File: config.mk
export PLATFORM = sky130hd
export DESIGN_NAME = imem_loader_flat
export DESIGN_NICKNAME = d
export VERILOG_FILES = /design/src/rtl/imem_loader_if.sv /design/src/rtl/imem_loader.sv /design/src/flat_wrapper.sv
export SDC_FILE = /design/constraint.sdc
export NUM_CORES = 1
export LEC_CHECK = 0
export CAP_MARGIN = 20
export CORE_ASPECT_RATIO = 1.2
export CORE_MARGIN = 5
export CORE_UTILIZATION = 47
export DETAILED_ROUTE_END_ITERATION = 16
export GPL_TIMING_DRIVEN = 0
export HOLD_SLACK_MARGIN = 0.12
export PLACE_DENSITY = 0.76
export REMOVE_ABC_BUFFERS = 1
export SYNTH_ARGS = -nofsm -noshare
export SYNTH_HDL_FRONTEND = slang
export SYNTH_SLANG_ARGS = --single-unit
File: constraint.sdc
create_clock -name clk -period 2.2 [get_ports clk]
set_clock_uncertainty 0.05 [all_clocks]
set_input_delay 0.66 -clock clk [delete_from_list [all_inputs] [get_ports clk]]
set_output_delay 0.66 -clock clk [all_outputs]
set_load 0.1 [all_outputs]
File: src/rtl/imem_loader_if.sv
// Byte-stream input and instruction-memory write port of the boot image loader.
// The master side is the byte source and memory observer; the slave side is the loader.
interface imem_loader_if;
  logic [7:0]  in_data;
  logic        in_valid;
  logic        in_ready;
  logic        mem_we;
  logic [31:0] mem_addr;
  logic [31:0] mem_wdata;

  modport master (
    output in_data, in_valid,
    input  in_ready, mem_we, mem_addr, mem_wdata
  );

  modport slave (
    input  in_data, in_valid,
    output in_ready, mem_we, mem_addr, mem_wdata
  );
endinterface

File: src/rtl/imem_loader.sv
// Boot image loader: parses a 16-bit LE word count followed by LE instruction words
// from a byte stream and writes them into the instruction memory, holding the core in busy.
module imem_loader #(
  parameter logic [31:0] BASE_ADDR = 32'h0000_0000,
  parameter int unsigned MAX_WORDS = 65536
) (
  input  logic         clk,
  input  logic         rst_n,
  input  logic         start,
  imem_loader_if.slave bus,
  output logic         busy,
  output logic         done,
  output logic         err
);

  // 17-bit limit so that the default capacity admits every 16-bit count
  localparam logic [16:0] MAX_CNT = (MAX_WORDS > 32'd65536) ? 17'h1_0000 : 17'(MAX_WORDS);

  typedef enum logic [2:0] {
    IDLE,
    LEN_LO,
    LEN_HI,
    DATA,
    WRITE,
    DONE,
    ERR
  } state_t;

  state_t      state, state_nxt;
  logic [15:0] len;
  logic [15:0] word_idx;
  logic [1:0]  byte_idx;
  logic [16:0] len_full;
  logic        xfer;

  assign bus.in_ready = (state == LEN_LO) || (state == LEN_HI) || (state == DATA);
  assign xfer         = bus.in_valid && bus.in_ready;
  assign busy         = bus.in_ready || (state == WRITE);
  assign done         = (state == DONE);
  assign err          = (state == ERR);

  always_ff @(posedge clk or negedge rst_n) begin
    if (!rst_n) state <= IDLE;
    else        state <= state_nxt;
  end

  always_comb begin
    state_nxt = state;
    // Full count as it will be once the high byte now on the bus is taken
    len_full  = {1'b0, bus.in_data, len[7:0]};
    case (state)
      IDLE, DONE, ERR: if (start) state_nxt = LEN_LO;
      LEN_LO:          if (xfer) state_nxt = LEN_HI;
      LEN_HI: begin
        if (xfer) begin
          if (len_full == 17'd0)         state_nxt = DONE;
          else if (len_full > MAX_CNT)   state_nxt = ERR;
          else                           state_nxt = DATA;
        end
      end
      DATA:            if (xfer && (byte_idx == 2'd3)) state_nxt = WRITE;
      WRITE: begin
        if (({1'b0, word_idx} + 17'd1) == {1'b0, len}) state_nxt = DONE;
        else                                           state_nxt = DATA;
      end
      default:         state_nxt = IDLE;
    endcase
  end

  // Datapath: header capture, in-place word assembly and the registered write port
  always_ff @(posedge clk or negedge rst_n) begin
    if (!rst_n) begin
      len           <= 16'd0;
      word_idx      <= 16'd0;
      byte_idx      <= 2'd0;
      bus.mem_we    <= 1'b0;
      bus.mem_addr  <= BASE_ADDR;
      bus.mem_wdata <= 32'd0;
    end else begin
      bus.mem_we <= 1'b0;
      case (state)
        IDLE, DONE, ERR: begin
          if (start) begin
            word_idx <= 16'd0;
            byte_idx <= 2'd0;
          end
        end
        LEN_LO: if (xfer) len[7:0]  <= bus.in_data;
        LEN_HI: if (xfer) len[15:8] <= bus.in_data;
        DATA: begin
          if (xfer) begin
            bus.mem_wdata[{byte_idx, 3'b000} +: 8] <= bus.in_data;
            byte_idx <= byte_idx + 2'd1;
            if (byte_idx == 2'd3) begin
              bus.mem_we   <= 1'b1;
              bus.mem_addr <= BASE_ADDR + {14'd0, word_idx, 2'b00};
            end
          end
        end
        WRITE: begin
          word_idx <= word_idx + 16'd1;
          byte_idx <= 2'd0;
        end
        default: ;
      endcase
    end
  end

endmodule

File: src/flat_wrapper.sv
// flat-port wrapper written by rule: the top's interface ports become plain ports
module imem_loader_flat 
#(
  parameter logic [31:0] BASE_ADDR = 32'h0000_0000,
  parameter int unsigned MAX_WORDS = 65536
)
  (clk, rst_n, start, busy, done, err, bus_in_data, bus_in_valid, bus_in_ready, bus_mem_we, bus_mem_addr, bus_mem_wdata);
  imem_loader_if bus_i ();
  input  logic clk;
  input  logic rst_n;
  input  logic start;
  output logic busy;
  output logic done;
  output logic err;
  input wire logic [$bits(bus_i.in_data)-1:0] bus_in_data;
  input wire logic [$bits(bus_i.in_valid)-1:0] bus_in_valid;
  output wire logic [$bits(bus_i.in_ready)-1:0] bus_in_ready;
  output wire logic [$bits(bus_i.mem_we)-1:0] bus_mem_we;
  output wire logic [$bits(bus_i.mem_addr)-1:0] bus_mem_addr;
  output wire logic [$bits(bus_i.mem_wdata)-1:0] bus_mem_wdata;
  assign bus_i.in_data = bus_in_data;
  assign bus_i.in_valid = bus_in_valid;
  assign bus_in_ready = bus_i.in_ready;
  assign bus_mem_we = bus_i.mem_we;
  assign bus_mem_addr = bus_i.mem_addr;
  assign bus_mem_wdata = bus_i.mem_wdata;
  imem_loader #(.BASE_ADDR(BASE_ADDR), .MAX_WORDS(MAX_WORDS)) u_core (.clk(clk), .rst_n(rst_n), .start(start), .bus(bus_i), .busy(busy), .done(done), .err(err));
endmodule
# Word-level counts from Yosys, hierarchy flattened
# Index checks and enable logic that the tools add are counted.
# op_classes
add_sub_neg	4
order_cmp	1
eq_ne	13
n_shift	2
muxes	17
reduce_logical	17
# ops
cell	n
$bwmux 32	1
$pmux 16 s2	1
$shift 8x7->32 const A	1
$shiftx 8x7->32	1
$mux 3	7
$add 16x1->17 const B	1
$eq 17x16->1	1
$gt 16x17->1 const B	1
$add 16x1->16 const B	1
$logic_not 16->1	1
$mux 16	1
$pmux 3 s5	1
$eq 3x3->1 const B	3
$reduce_and 2->1	4
$neg 5->7	1
$eq 3x2->1 const B	2
$ne 2x1->1 const B	3
$pmux 2 s3	1
$reduce_and 3->1	2
$mux 2	2
$ne 2x2->1 const B	2
$reduce_and 4->1	1
$eq 3x1->1 const B	1
$logic_not 3->1	1
8 further kinds	13
# word_totals
regBits	86
output_inout_bits	69
word_cells	62

# Logic depth before layout (Yosys ltp)
# Gate-level depths: netlist of run 1.
# logic_depth
depth_word	7
mapped_depth	7

# Least setup slack after synthesis of run 1
# Ideal clock, no wire load.
# synth_path
kind	reg2out
start	register u_core.state[0]
end	output port busy
t_arrival_ps	2193
required_ps	1490
slack_ps	-703
path_stages_with_launch	4
path_buffers	1
path_cell_list	dfrtp_1 buf_2 nor2_1 xnor2_1
# synth_between
elab_chain_cells	4
elab_cells_between_ends	7
classes_between	eq/ne: 4; reduce/logical: 3
# synth_rtl
element	line	text
from (decl)	imem_loader.sv:29	state_t state, state_nxt;
from (signal assigned)	imem_loader.sv:44	else state <= state_nxt;
$eq 3x1->1 or $eq 3x2->1 (tied branches)	imem_loader.sv:36	assign bus.in_ready = (state == LEN_LO) || (state == LEN_HI) || (state == DATA);
$logic_or 1x1->1 (2 in series)	imem_loader.sv:36	
$logic_or 1x1->1 (*)	imem_loader.sv:38	assign busy = bus.in_ready || (state == WRITE);
to (decl)	flat_wrapper.sv:12	output logic busy;
# Mark *: on every way between the ends. The rest lies on a longest branch, timed or not.

# Worst setup path after layout of run 1
# layout_path
start	input port bus_in_valid
end	register u_core.bus.mem_addr[9]
# layout_between
elab_chain_cells	2
# layout_rtl
element	line	text
from (decl)	flat_wrapper.sv:16	input wire logic [$bits(bus_i.in_valid)-1:0] bus_in_valid;
$logic_and 1x1->1	imem_loader.sv:37	assign xfer = bus.in_valid && bus.in_ready;
$reduce_and 3->1 (no line)	--	
to (signal assigned)	imem_loader.sv:96	bus.mem_addr <= BASE_ADDR + {14'd0, word_idx, 2'b00};
to (decl)	imem_loader_if.sv:18	output in_ready, mem_we, mem_addr, mem_wdata
# Every way passes these cells.
# A chain may end at the register's enable or synchronous reset.

==> results.txt, run 1 <==
- The die covers 11,330 um2.
- Summing all placed instances gives a cell area of 5019 um2.
- Count of flip-flops with a built-in enable after synthesis: 0
- Final critical-path share of the clock period: 0.9698
- Timing would allow up to 0.4687 GHz.
- The first detailed-routing pass ran for 4 iterations.
- Post-synth design cell area: 4367 um2
- Yosys top cell by area: dfrtp_1
* Total net switching power: 2919 uW
- The number of antenna violations at the first check in global routing came to 0.
- Entering global routing, the biggest net connects 60 pins.
- Required time worst endpoint: 2.41 ns
- Total number of nets in the final design: 544
- Of the total power, the clock network draws 0.178.
- TritonCTS Buffers: 9
* List of most frequent post-synthesis cells: 86 x dfrtp_1, 86 x nand2_1, 60 x o21ai_0, 32 x mux2_2, 23 x buf_4
* Count of vias placed by the detailed router: roughly 3,500
* Cell breakdown of the critical path: clkdlybuf4s50_1, nand2b_1, nor2_2, nand2_4, buf_8, mux2_2
- slightly above 80 I/O pins were placed.
- Post-detailed-route via-to-cell ratio: 5.404
* Number of buffers added on ports: 64
- Violation count after the first detailed-route iteration: approximately 160
- Sequential-to-total area share from yosys stat: 0.4928
- Of the total power, combinational logic draws 0.471.
- On the final layout, the worst hold slack is 0.1479 ns.
- Reported max-cap violation count: 0
* Leakage power summed over all cells: 0.002385 uW
- Crit path max-delay cell type: clkdlybuf4s50_1
- Worst hold path class: primary input to asynchronous set/reset pin
- Power spread over the standard cell area amounts to roughly 1100 nW/um2.
* Final antenna-violating net count: 0
- Number of buffers added to fix hold violations after cts: 0
- Max VDD drop: 0.6510 mV
- The initial utilization of the core area, before any placement, comes to 0.4808.
- Measured against its own limit, the worst slew margin works out to 0.5231.
* Total internal power: 3325 uW
* Synthesis-to-finish area growth: 29.74%
- After synthesis, the netlist uses 49 different library cells.
- Buffer cell driving the clock tree root: clkbuf_8
- Standard-cell row count: 38
- Total congestion overflow after global routing: 0
- Number of hold violations in the final report: 0
* FILL cells: 743
- Peak per-stage delay on the critical path: 0.49 ns
* Total GRT Usage: 0.1856
* Non-Filler Instances: roughly 650
- Synthesized area divided by synthesized cell count: 9.857 um2
- Setup repair after global routing could not meet its margin everywhere.
- Setup violations remaining at the end of the flow were counted as 0.
- Remaining routing DRC violations: 0
- Detailed placement finished with a half-perimeter wire length of 6.882 mm.
* Overall die width: 97.99 um
* Worst-margin pin slew: 0.7115 ns
* Cell count after placement: 606
- CTS H-Tree Depth: 3
* Startpoint class of the critical path: primary input
- The worst setup path is captured at a flop.
- Clock latency on the worst-skew pair, taken at its later pin, is 0.37 ns.
- Part of the total power dissipated in sequential elements: 0.351
* Placer congestion estimate: roughly 0.87
- The finished cells cover 5665 um2.
- The most used flip-flop cell after synthesis is dfrtp_1.
- FFs w/ async S/R, synth: 1.000
* Wire length of the first global-routing pass: 16.91 mm
- Share of the synthesized area in the top cell type: 0.4928
* Register bit count reported by yosys: 86
* Most area-consuming cells after synthesis: dfrtp_1 49%, mux2_2 8.3%, nand2_1 7.4%, o21ai_0 6.9%, xnor2_1 4.2%
- Number of global-route vias before repair: ~3,400
- Of the total power, the share spent switching nets is 0.4675.
- Clock sink total: 86
- Gate count of the mapped netlist: 443
* Post-detailed-route wirelength per cell: 16.15 um
- Slew Viols, Final: 0
* Clock period minus worst slack: 2.134 ns
- Of the cells placed in the final design, the portion with a size suffix greater than 1 is 0.3352.
- Clock input transition at the sequential cells of the worst setup and hold paths: 0.09 ns
- Count of inserted antenna diode cells: 0
- Arrival time at the worst endpoint: about 2.3 ns
* Number of synthesis warnings: 0
- Number of buffers between clock root and the deepest sink: 2
* DRT Wirelength: ~11 mm
* Die extent in y: approximately 120 um
- In this run the standard cell core region covers between 9000 and 10,000 um2.
- The run finished with clean final reports.
* CP Max Fanout: 20
- The worst setup path is of the primary input to flop kind.
- TritonCTS built the clock tree.
## cell type report
type	instances	area, um2	area share
inverters	6	22.52	0.003975
repair buffers	95	977.2	0.1725
multi-input cells	328	2150	0.3794
clock buffers	9	123.9	0.02186
well taps	120	150.1	0.02650
clock inverters	7	68.82	0.01215
flip-flops and latches	86	2173	0.3836
## metrics by stage
| step | setup slack [ns] | util | power, uW | setup TNS, ns |
|---|---|---|---|---|
| 2_1_floorplan | -0.7371 | - | 4205 | -1.164 |
| 3_3_place_gp | -2.560 | 0.5482 | 4745 | -265.71 |
| 3_5_place_dp | -0.9109 | 0.5526 | 4832 | -41.85 |
| 4_1_cts | -0.009087 | 0.6058 | 6082 | -0.009087 |
| 5_1_grt | -0.03024 | 0.6239 | 6558 | -0.03461 |
| 6_report | 0.06643 | 0.6239 | 6244 | 0 |
## layer usage
layer / part of all wire / global-route usage / up-vias / wire length (um)
li1: - / - / 1676 / -
met1: 0.42 / 0.2355 / 1700 / 4422
met2: 0.50 / 0.3047 / 122 / 5226
met3: 0.064 / 0.04937 / 20 / 672
met4: 0.018 / 0.07387 / 0 / 189
met5: 0 / 0 / - / 0
## worst paths after layout
check,start,to,slack [ns],cells after the start
worst min-delay path,rst_n,u_core.bus.mem_we,0.15,1
min in group clk,u_core.bus.mem_addr[14],u_core.bus.mem_addr[14],0.44,2
worst min register to register,u_core.bus.mem_addr[14],u_core.bus.mem_addr[14],0.44,2
worst max-delay path,bus_in_valid,u_core.bus.mem_addr[9],0.07,6
worst max register to register,u_core.word_idx[0],u_core.state[1],0.08,7
max in group asynchronous,rst_n,u_core.state[0],1.34,2
## cell families after synthesis
| group | share of synthesized area |
|---|---|
| xor+xnor | 0.05559 |
| simple gates | 0.1756 |
| compound gates | 0.1140 |
| fa+ha+maj | 0.01948 |
| buf+inv | 0.05903 |
| flops | 0.4928 |
| mux | 0.08252 |
| other cells | 0.0008588 |
## what timing repair did
| action | in CTS | in global routing |
|---|---|---|
| buffers inserted | 14 | 15 |
| setup endpoints to repair | 107 | 22 |
| gates resized for setup | 207 | 12 |
| pin swaps | 3 | 6 |
## critical path: cells and delay by family
family	cells	cell delay (ns)
buffers and inverters	2	0.70
multiplexers	1	0.27
AND/OR/NAND/NOR	3	0.69
## power by group through the flow
stage	Combinational (uW)	Clock [uW]	Sequential, uW
detailed placement	2620	0	2220
global route	3140	1190	2230
floorplan	1390	0	2820
CTS	2750	1130	2210
global placement	2550	0	2200
finish	2940	1110	2190
## registers in the layout, indices dropped and copies added, names as in the netlist
signal                cells
u_core.bus.mem_addr      16
u_core.bus.mem_wdata     32
u_core.bus.mem_we         1
u_core.byte_idx           2
u_core.len               16
u_core.state              3
u_core.word_idx          16
## cell usage in the layout (no fill, tap or decap), types with 2 or more instances in the layout
cell type / count
mux2_2: 32
a31oi_1: 2
buf_4: 29
nor3_2: 5
o21ai_0: 60
nand3b_1: 2
buf_6: 2
and2_1: 3
nand4_4: 3
or3_1: 3
conb_1: 16
xor2_1: 4
dfrtp_2: 17
clkdlybuf4s15_2: 49
inv_1: 5
dfrtp_1: 69
xnor2_1: 21
ha_1: 5
nor3_1: 2
nand4_1: 3
nor3b_2: 3
clkbuf_8: 9
and3_1: 4
a211oi_1: 2
nand2_1: 85
nor4_2: 2
nor2_1: 18
inv_6: 3
clkdlybuf4s50_1: 9
o31ai_1: 4
buf_8: 2
nor4_1: 5
a21oi_1: 6
nand2b_1: 3
inv_8: 3
nand3_2: 2
nand3_1: 8
No activity file was read; power rests on OpenSTA's default activity.
==> inputs of run 2 (changes only) <==
--- a/config.mk
+++ b/config.mk
@@ -9,11 +9,13 @@
 export CORE_ASPECT_RATIO = 1.2
 export CORE_MARGIN = 5
 export CORE_UTILIZATION = 47
+export CTS_CLUSTER_SIZE = 16
 export DETAILED_ROUTE_END_ITERATION = 16
 export GPL_TIMING_DRIVEN = 0
 export HOLD_SLACK_MARGIN = 0.12
 export PLACE_DENSITY = 0.76
 export REMOVE_ABC_BUFFERS = 1
+export SLEW_MARGIN = 20
 export SYNTH_ARGS = -nofsm -noshare
 export SYNTH_HDL_FRONTEND = slang
 export SYNTH_SLANG_ARGS = --single-unit
==> results.txt, run 2 (synthesis results as in run 1) <==
- Initial standard-cell utilization of the core: 0.4808 (unchanged)
- Number of hold violations in the final report: 0 (unchanged)
- The detailed placement HPWL was 6.855 mm (was 6.882 mm).
- The DRC violations left was 0 (unchanged).
- Count of vias placed by the detailed router: 3,537 (was 3,518)
- Crit path capture: busy (was u_core.bus.mem_addr[9])
* Violation count after the first detailed-route iteration: 167 (was 158)
* Wire length of the first global-routing pass: 16.50 mm (was 16.91 mm)
* Slew Viols, Final: 0 (unchanged)
- The number of buffers inserted during clock tree synthesis came to 9 (unchanged).
* Io pins: 81 (unchanged)
* Initial DRT Pass Iterations: 5 (was 4)
- The sum of negative setup slack is 0 ns (unchanged).
- Number of buffers added on ports: 64 (unchanged)
* R2R Setup Slk: 0.07 ns (was 0.08 ns)
- The antenna diode count was 0 (unchanged).
- The slew at the pin closest to its max-slew limit came to 0.7034 ns (was 0.7115 ns).
- The post-route cell area is 5707 um2 (was 5665 um2).
- Commonest non-fill, non-tap cells in the layout: 85 x nand2_1, 69 x dfrtp_1, 59 x o21ai_0, 49 x clkdlybuf4s15_2, 38 x buf_4 (was 85 x nand2_1, 69 x dfrtp_1, 60 x o21ai_0, 49 x clkdlybuf4s15_2, 32 x mux2_2).
- Startpoint of the lowest-slack register-to-register path: u_core.word_idx[1] (was u_core.word_idx[0])
- The register ranked first by flip-flop count is u_core.bus.mem_wdata (unchanged).
- Startpoint class of the critical path: flop (was primary input)
- The class of the most critical hold timing path is primary input to asynchronous set/reset pin (unchanged).
- Worst hold margin: 0.1482 ns (was 0.1479 ns)
- The worst-case vdd ir drop is 0.6710 mV (was 0.6510 mV).
- Final antenna-violating net count: 0 (unchanged)
* Total congestion overflow after global routing: 0 (unchanged)
- The total die area came to 11,330 um2 (unchanged).
- Worst skew pair latency: 0.37 ns (about the same)
* Max reg flops: 32 (unchanged)
- The cell with the biggest individual delay on the critical path is dfrtp_2 (was clkdlybuf4s50_1).
- Final critical-path share of the clock period: 0.9709 (was 0.9698)
- The pin count of the biggest net entering global routing came to 60 (unchanged).
- The total number of placement rows came to 38 (unchanged).
- Result of the run: finished, final reports clean (unchanged)
- Reported max-cap violation count: 0 (unchanged)
- Reg2reg path depth: 7 (unchanged)
* Number of antenna violations at the first check in global routing: 0 (unchanged)
- The TritonCTS clock tree is done (unchanged).
- The die height is 115.6 um (unchanged).
- CP endpoint kind: output port (was flop)
- Core outline area: 9081 um2 (unchanged)
- The final weighted congestion of routability-driven global placement was 0.8707 (unchanged).
* Overall die width: 97.99 um (unchanged)
* Post-detailed-route wirelength per cell: 16.23 um (was 16.15 um)
- The vias per cell came to 5.384 (was 5.404).
- Clock sink total: 86 (unchanged)
* Number of buffers added to fix hold violations after cts: 0 (unchanged)
* Cell breakdown of the critical path: nor2_4, xnor2_1, buf_6 (was clkdlybuf4s50_1, nand2b_1, nor2_2, nand2_4, buf_8, mux2_2)
- CTS H-Tree Depth: 3 (unchanged)
* Worst flop-to-flop path endpoint: u_core.state[1] (unchanged)
- The critical path's largest stage delay is 0.49 ns (about the same).
- The largest buffer count on any clock path is 2 (unchanged).
- The aggregate routed wire length was 10.67 mm (was 10.51 mm).
- The first element of the critical path was u_core.state[1] (was bus_in_valid).
* Synthesis-to-finish area growth: 30.69% (was 29.74%)
- The maximum net fanout on the critical path is 7 (was 20).
- The root buffer selected by CTS is clkbuf_8 (unchanged).
- Critical path type: flop to output port (was primary input to flop)
- The arrival time of the worst setup path came to 1.43 ns (was 2.34 ns).
* Leakage power summed over all cells: 0.002431 uW (was 0.002385 uW)
* Relative max-transition margin: 0.5299 (was 0.5231)
- The worst endpoint required time came to 1.49 ns (was 2.41 ns).
- Power density over cell area: 1089 nW/um2 (was 1102 nW/um2)
- Post-route total power: 6217 uW (was 6244 uW)
* Clock input transition at the sequential cells of the worst setup and hold paths: 0.10 ns (was 0.09 ns)
- The number of global-route vias before repair is 3,315 (was 3,380).
- Timing-limited maximum frequency: 0.4682 GHz (was 0.4687 GHz)
- The final critical-path required period was 2.136 ns (was 2.134 ns).
- Most common cell after layout, fill and taps aside: nand2_1 (unchanged)
- The total routing usage reported by global routing is 0.1820 (was 0.1856).
* Total number of nets in the final design: 550 (was 544)
- The number of filler cells placed in the layout was 723 (was 743).
- Final count of negative-setup-slack endpoints: 0 (unchanged)
- Fraction of final layout cells with drive strength greater than 1: 0.3464 (was 0.3352)
- Total cell area at the placement stage: 5011 um2 (was 5019 um2)
- Setup repair after global routing missed its margin: true (unchanged)
run 2: cell count changes in the layout (fill, tap and decap cells not counted), sizes merged:
cell / previous run / this run
clkinv: 1 / 0
buf: 35 / 42
inv: 12 / 13
clkbuf: 10 / 9
run 2: area by class of cell:
class	instances	area, um2	area share
tap	120	150.1	0.02631
inverter	6	22.52	0.003947
clock buffer	9	123.9	0.02171
multi-input combinational	328	2163	0.3791
clock inverter	7	68.82	0.01206
sequential	86	2173	0.3808
timing repair buffer	101	1005	0.1761
run 2: worst min-delay path by stage:
stage	from	endpoint	slack, ns	cells past startpoint
floorplan	rst_n	u_core.bus.mem_addr[10]	0.31	0
global placement	u_core.bus.mem_wdata[9]	u_core.bus.mem_wdata[9]	0.41	2
detailed placement	u_core.bus.mem_addr[14]	u_core.bus.mem_addr[14]	0.42	2
CTS	rst_n	u_core.bus.mem_addr[15]	0.15	1
global route	rst_n	u_core.bus.mem_addr[15]	0.17	1
finish	rst_n	u_core.bus.mem_we	0.15	1
run 2: stage by stage:
step / instances / setup WS [ns] / util
floorplan: 420 / -0.7371 / -
global placement: 604 / -2.560 / 0.5482
detailed placement: 606 / -0.6349 / 0.5518
CTS: 633 / 0.001515 / 0.5993
global route: 657 / -0.03750 / 0.6284
finish: 657 / 0.06403 / 0.6284
run 2: timing repair:
item,4_1_cts,5_1_grt
pin swaps,2,8
endpoints found under the setup margin,98,31
buffers inserted,11,24
cloned,0,0
gates resized for setup,205,18
run 2: critical path: cells and delay by family, from the launching register on:
| family | cells | cell delay, ns |
|---|---|---|
| flip-flops | 1 | 0.49 |
| buffers and inverters | 1 | 0.25 |
| XOR/XNOR | 1 | 0.15 |
| AND/OR/NAND/NOR | 1 | 0.17 |
run 2: per-layer routing:
metal  share of wire  GRT usage  vias up  wire length [um]
met5               0          0        -                 0
met4           0.025    0.06556        0               271
met3           0.063    0.04576       30               672
met2            0.49     0.3038      128              5272
met1            0.42     0.2314     1694              4448
li1                -          -     1685                 -
run 2: power by group:
part	switching (uW)	internal [uW]	total [uW]
Combinational	1940	968	2910
Clock	666	451	1120
Sequential	307	1880	2190
